**src/rtl/nbit_updown_modcounter.sv**
```systemverilog
// Modulo-N up/down counter with load, sync clear and wrap/saturate.
// Single clock domain; async active-high reset.
module nbit_updown_modcounter #(
  parameter int WIDTH    = 4,
  parameter int MODULUS  = 16,
  parameter int SATURATE = 0
) (
  input  logic             Clk,
  input  logic             rst,
  input  logic             en,
  input  logic             up_dn,
  input  logic             load,
  input  logic [WIDTH-1:0] load_val,
  input  logic             clr,
  output logic [WIDTH-1:0] Count,
  output logic             tc,
  output logic             wrap,
  output logic             ovf_sticky
);

  localparam logic [WIDTH-1:0] MAXV =
    WIDTH'(MODULUS - 1);
  localparam logic [WIDTH-1:0] ONE =
    WIDTH'(1);

  logic             at_max;
  logic             at_min;
  logic [WIDTH-1:0] cnt_nxt;
  logic             wrap_nxt;
  logic             ovf_nxt;

  assign at_max = (Count == MAXV);
  assign at_min = (Count == '0);

  // Terminal count follows direction in the same cycle.
  assign tc = en & ((up_dn & at_max) |
                    (~up_dn & at_min));

  // Next-state: clr beats load beats en beats hold.
  always_comb begin
    cnt_nxt  = Count;
    wrap_nxt = 1'b0;
    ovf_nxt  = ovf_sticky;
    if (clr) begin
      cnt_nxt = '0;
      ovf_nxt = 1'b0;
    end else if (load) begin
      cnt_nxt = (load_val > MAXV) ?
                MAXV : load_val;
    end else if (en) begin
      if (tc) begin
        ovf_nxt = 1'b1;
        if (SATURATE == 0) begin
          cnt_nxt  = up_dn ? '0 : MAXV;
          wrap_nxt = 1'b1;
        end
      end else begin
        cnt_nxt = up_dn ? Count + ONE :
                          Count - ONE;
      end
    end
  end

  // State register with async reset.
  always_ff @(posedge Clk or posedge rst) begin
    if (rst) begin
      Count      <= '0;
      wrap       <= 1'b0;
      ovf_sticky <= 1'b0;
    end else begin
      Count      <= cnt_nxt;
      wrap       <= wrap_nxt;
      ovf_sticky <= ovf_nxt;
    end
  end

endmodule

```
**config.mk**
```make
export PLATFORM = sky130hd
export DESIGN_NAME = nbit_updown_modcounter
export DESIGN_NICKNAME = d
export VERILOG_FILES = /design/src/rtl/nbit_updown_modcounter.sv
export SDC_FILE = /design/constraint.sdc
export NUM_CORES = 1
export LEC_CHECK = 0
export ABC_AREA = 1
export CAP_MARGIN = 30
export CELL_PAD_IN_SITES_DETAIL_PLACEMENT = 0
export CELL_PAD_IN_SITES_GLOBAL_PLACEMENT = 2
export CORE_ASPECT_RATIO = 0.75
export CORE_MARGIN = 5
export CORE_UTILIZATION = 22
export CTS_BUF_LIST = sky130_fd_sc_hd__clkbuf_8
export DETAILED_ROUTE_END_ITERATION = 10
export HOLD_SLACK_MARGIN = 0.15
export PLACE_DENSITY_LB_ADDON = 0.1
export SLEW_MARGIN = 10
export SYNTH_ARGS = -nofsm -noshare
export SYNTH_HDL_FRONTEND = slang
export SYNTH_SLANG_ARGS = --single-unit
```
**constraint.sdc**
```tcl
create_clock -name Clk -period 1.6 [get_ports Clk]
set_input_delay 0.32 -clock Clk [delete_from_list [all_inputs] [get_ports Clk]]
set_output_delay 0.32 -clock Clk [all_outputs]
set_load 0.05 [all_outputs]
```
Yosys cells after proc, flatten, opt, wreduce, memory -nomap -nowiden
Index checks and enable logic that the tools add are counted.
{ "op_classes": {"addsub": 2, "multipliers": 0, "n_div": 0, "order_cmp": 1, "eq_ne": 2, "shift": 0, "muxes": 15, "bitwise": 5, "n_reduce_logical": 5} }
{ "ops": {"columns": ["cell", "n"], "rows": [
  ["two-way mux 4 bit", 7],
  ["two-way mux 1 bit", 8],
  ["adder 4 x 1 -> 4 bit, second input constant", 1],
  ["equality test 4 bit, second input constant", 1],
  ["> comparator 4 bit, second input constant", 1],
  ["logical NOT 4 bit", 1],
  ["nonzero test 2 bit", 2],
  ["subtractor 4 x 1 -> 4 bit, second input constant", 1],
  ["bitwise AND 1 bit", 3],
  ["AND reduction 3 bit", 1],
  ["nonzero test 3 bit", 1],
  ["inequality test 2 x 1 -> 1 bit, second input constant", 1],
  ["inverter 1 bit", 1],
  ["OR 1 bit", 1]
]} }
{ "word_totals": {"register_bits": 6, "latchBits": 0, "ramBits": 0, "rom_bits": 0, "inputBits": 10, "output_inout_bits": 7, "word_cells": 33, "n_memories": 0} }

Logic depth before layout (Yosys ltp)
{ "depth": {"ltp_word": 8, "ltp_mapped": 12, "depth_no_buf": 12} }

Worst setup path before layout
Ideal clock, no wire load.
{ "synth_path": {"path_kind": "reg2reg", "start": "reg Count[2]", "end": "reg Count[3]", "t_arrival_ns": 1.642, "slack_ns": -0.160, "path_stages_with_launch": 11, "path_buffers": 0, "cell_sequence": "dfrtp_1 -> ha_1 -> or2_2 -> nand2_1 -> nand2_1 -> nand2_1 -> nand2_1 -> nand2_1 -> nand2_1 -> nand2_1 -> nand2_1"} }
{ "synth_via": {"elab_chain_cells": 8, "word_cells_on_any_way": 13, "cone_classes": "add/sub: 2; eq/ne: 1; mux: 5; bitwise: 4; reduce/logical: 1"} }
{ "synth_rtl": {"columns": ["element", "line_no", "rtl"], "rows": [
  ["start: declaration", "15", "output logic [WIDTH-1:0] Count,"],
  ["start signal: assignment", "71", "Count <= cnt_nxt;"],
  ["equality test 4 bit or logical NOT 4 bit (tied branches)", "32, 33", null],
  ["bitwise AND 1 bit, on equally long branches", "36, 37", null],
  ["OR 1 bit", "36", "assign tc = en & ((up_dn & at_max) |"],
  ["bitwise AND 1 bit", "36", null],
  ["two-way mux 4 bit *", "51", "if (tc) begin"],
  ["two-way mux 4 bit *", "50", "end else if (en) begin"],
  ["two-way mux 4 bit *", "47", "end else if (load) begin"],
  ["two-way mux 4 bit *", "44", "if (clr) begin"]
]} }
Every way passes the cells marked *; elsewhere a longest branch is shown, timed or not. The select of a mux whose other input is x is not followed.
A chain may end at the register's enable or synchronous reset.

Worst setup path in the final report
{ "layout_path": {"start": "reg Count[1]", "end": "out tc"} }
{ "layout_via": {"elab_chain_cells": 4, "word_cells_on_any_way": 6, "cone_classes": "eq/ne: 1; bitwise: 4; reduce/logical: 1"} }
{ "layout_rtl": {"columns": ["element", "line_no", "rtl"], "rows": [
  ["equality test 4 bit or logical NOT 4 bit (tied branches)", "32, 33", null],
  ["bitwise AND 1 bit, on equally long branches", "36, 37", null],
  ["OR 1 bit *", "36", null],
  ["bitwise AND 1 bit *", "36", null],
  ["end: declaration", "16", "output logic tc,"]
]} }
Every way passes the cells marked *; elsewhere a longest branch is shown, timed or not.

==> flow_metrics.tcl <==
set metrics [dict create \
    cts_root_buf "clkbuf_8" \
    drtIter0Drc 16 \
    htreeDepth 1 \
    cts_buffers 3 \
    gp_congestion 0.6844 \
    cap_violations 0 \
    clk_pin_slew_ns 0.03 \
    post-place-ws_ns -0.4040 \
    final_util 0.4087 \
    fmax_mhz 631.1 \
    critPathRequiredTime_ns 1.28 \
    setup_violations 0 \
    cp.arrival_ns 1.26 \
    antenna_found_initial 0 \
    grt_pass1_vias 476 \
    wirelength_um 1409 \
    grt_pass1_wl_um 2297 \
    worstSetupEndpointType "output pin" \
    worst_pin_slew_ns 0.2831 \
    status "complete, no violations" \
    clkSinkCount 6 \
    path_max_fanout 6 \
    finClkSkew_ns 0.0004625 \
    tns_ns 0 \
    vdd_drop_max_uv 477.0 \
    grt_remaining_overflow 0 \
    hp-class "in -> async" \
    yosys_warnings 0 \
    r2r_cells 10 \
    syn2layout_area_growth_pct 75.94 \
    placed_cells 122 \
    fin_crit_sh 0.9903 \
    grt_max_degree 7 \
    synth_nets 87 \
    drtAntennaViolNets 0 \
    fillCellCount 243 \
    chipWidth_um 63.26 \
    cts_tree "built" \
    core_area_um2 2014 \
    fp.dieH_um 49.94 \
    powerDensity_nw_per_um2 856.9 \
    leakagePower_nw 0.4337 \
    multi_input_area_um2 291.5 \
    synth.distinct_cells 14 \
    setup_slack_ns 0.01546 \
    avgSynthCellArea_um2 6.324 \
    dieArea_um2 3159 \
    ys_seq_area_frac 0.3209 \
    ys_ff_latch 6 \
    wl_per_cell_um 11.27 \
    hpwl_um 1179 \
    cts_hold_buf 0 \
    grt_util_all_layers 0.09772 \
    slew_violations 0 \
    final_cells 125 \
    slew_headroom 0.8106 \
    rows 14 \
    synth_area_um2 467.9 \
    routed_via_density 4.152 \
    clockBufferDepth 2 \
    via_count 519 \
    first_pass_iters 2 \
    drive_gt1_frac 0.2871 \
    critPathKind "reg -> out" \
    hold_viol 0 \
    start_util 0.2323 \
    syn_inst 74 \
    port_buffers 16 \
    ios 17 \
    start_kind "flop" \
    final_nets 116 \
    fin_crit_ns 1.585 \
    clock_latency_ns 0.22 \
    antennaDiodeCount 0 \
    drc 0 \
    area.sequential_um2 155.1 \
]
==> synth_stat cells <==
| master | n | area share |
|---|---|---|
| nor2_1 | 12 | 0.096 |
| or2_2 | 1 | 0.013 |
| fa_1 | 1 | 0.043 |
| xor2_1 | 1 | 0.019 |
| nand3_1 | 3 | 0.032 |
| ha_1 | 2 | 0.053 |
| inv_1 | 10 | 0.080 |
| nand3_2 | 1 | 0.021 |
| o32ai_1 | 1 | 0.019 |
| dfrtp_1 | 6 | 0.32 |
| o21ai_0 | 1 | 0.011 |
| inv_2 | 1 | 0.0080 |
| nand2_1 | 33 | 0.26 |
| o21ai_2 | 1 | 0.019 |
==> power breakdown <==
| part | leakage, nW | internal [mW] | switching (mW) |
|---|---|---|---|
| clock | 0.0216 | 0.161 | 0.0602 |
| sequential | 0.0733 | 0.168 | 0.0264 |
| combinational | 0.339 | 0.140 | 0.149 |
==> flip-flops by register name (all words and copies together) (netlist names) <==
register,cells
Count,4
ovf_sticky,1
wrap,1
==> kinds of logic (layout without fill, tap and decap cells) <==
group           count (synthesis)  in the layout  synth area share
compound gates                  3              3           0.04812
fa+ha+maj                       3              3           0.09625
flops                           6              6            0.3208
buf+inv                        11             38           0.08824
simple gates                   50             50            0.4278
xor+xnor                        1              1           0.01872
==> worst paths after layout <==
check / endpoint / from / slack [ns]
setup / recovery: tc / Count[1]$_DFFE_PP0P_ / 0.02
setup reg to reg: Count[3]$_DFFE_PP0P_ / Count[2]$_DFFE_PP0P_ / 0.13
hold reg to reg: ovf_sticky$_DFFE_PP0P_ / ovf_sticky$_DFFE_PP0P_ / 0.57
min in group Clk: ovf_sticky$_DFFE_PP0P_ / ovf_sticky$_DFFE_PP0P_ / 0.57
max in group asynchronous: Count[0]$_DFFE_PP0P_ / rst / 1.10
hold / removal: ovf_sticky$_DFFE_PP0P_ / rst / 0.31
==> per-layer routing <==
layer	up-vias	GRT usage	part of all wire	wire (µm)
met5	-	0	0	0
met4	0	0.06228	0.016	22
met3	4	0.02727	0.031	43
met2	11	0.1246	0.40	569
met1	225	0.1398	0.55	774
li1	279	-	-	-
==> what timing repair did <==
item	CTS	global route
pin swaps	1	2
gates cloned	0	0
setup endpoints to repair	3	2
buffers inserted	0	1
gates resized for setup	3	2
==> metrics by stage <==
stage                     cell area [µm²]  power, mW  hold WS (ns)
after floorplan                     473.0     0.3366        0.1107
after global routing                823.3     0.7573        0.3440
after CTS                           803.3     0.6986        0.3255
final                               823.3     0.7054        0.3105
after global placement              768.2     0.4786        0.4885
after detailed placement            768.2     0.4796        0.5394
==> placed cells by master, fill, tap and decap left out, types with 2 or more instances in the layout <==
cell             Yosys  routed
inv_1               10       8
dfrtp_1              6       2
nor2_1              12      12
inv_2                1       3
buf_12               0       5
dfrtp_2              0       4
buf_4                0      10
clkbuf_8             0       3
clkdlybuf4s50_1      0       8
nand2_1             33      33
nand3_1              3       3
==> worst max-delay path, stage by stage, from the launching register on <==
cell and delay [ns]:
dfrtp_2 0.45, nor2_1 0.14, nand2_1 0.07, nand2_1 0.07
nand3_2 0.10, inv_2 0.08, buf_12 0.13
==> final cells by class <==
| type | instances | share of cell area |
|---|---|---|
| clock buffers | 3 | 0.05015 |
| multi-input cells | 57 | 0.3541 |
| repair buffers | 24 | 0.3207 |
| inverters | 11 | 0.05015 |
| flip-flops and latches | 6 | 0.1884 |
| well taps | 24 | 0.03647 |
Note: power is estimated with default switching activity, not from simulation.
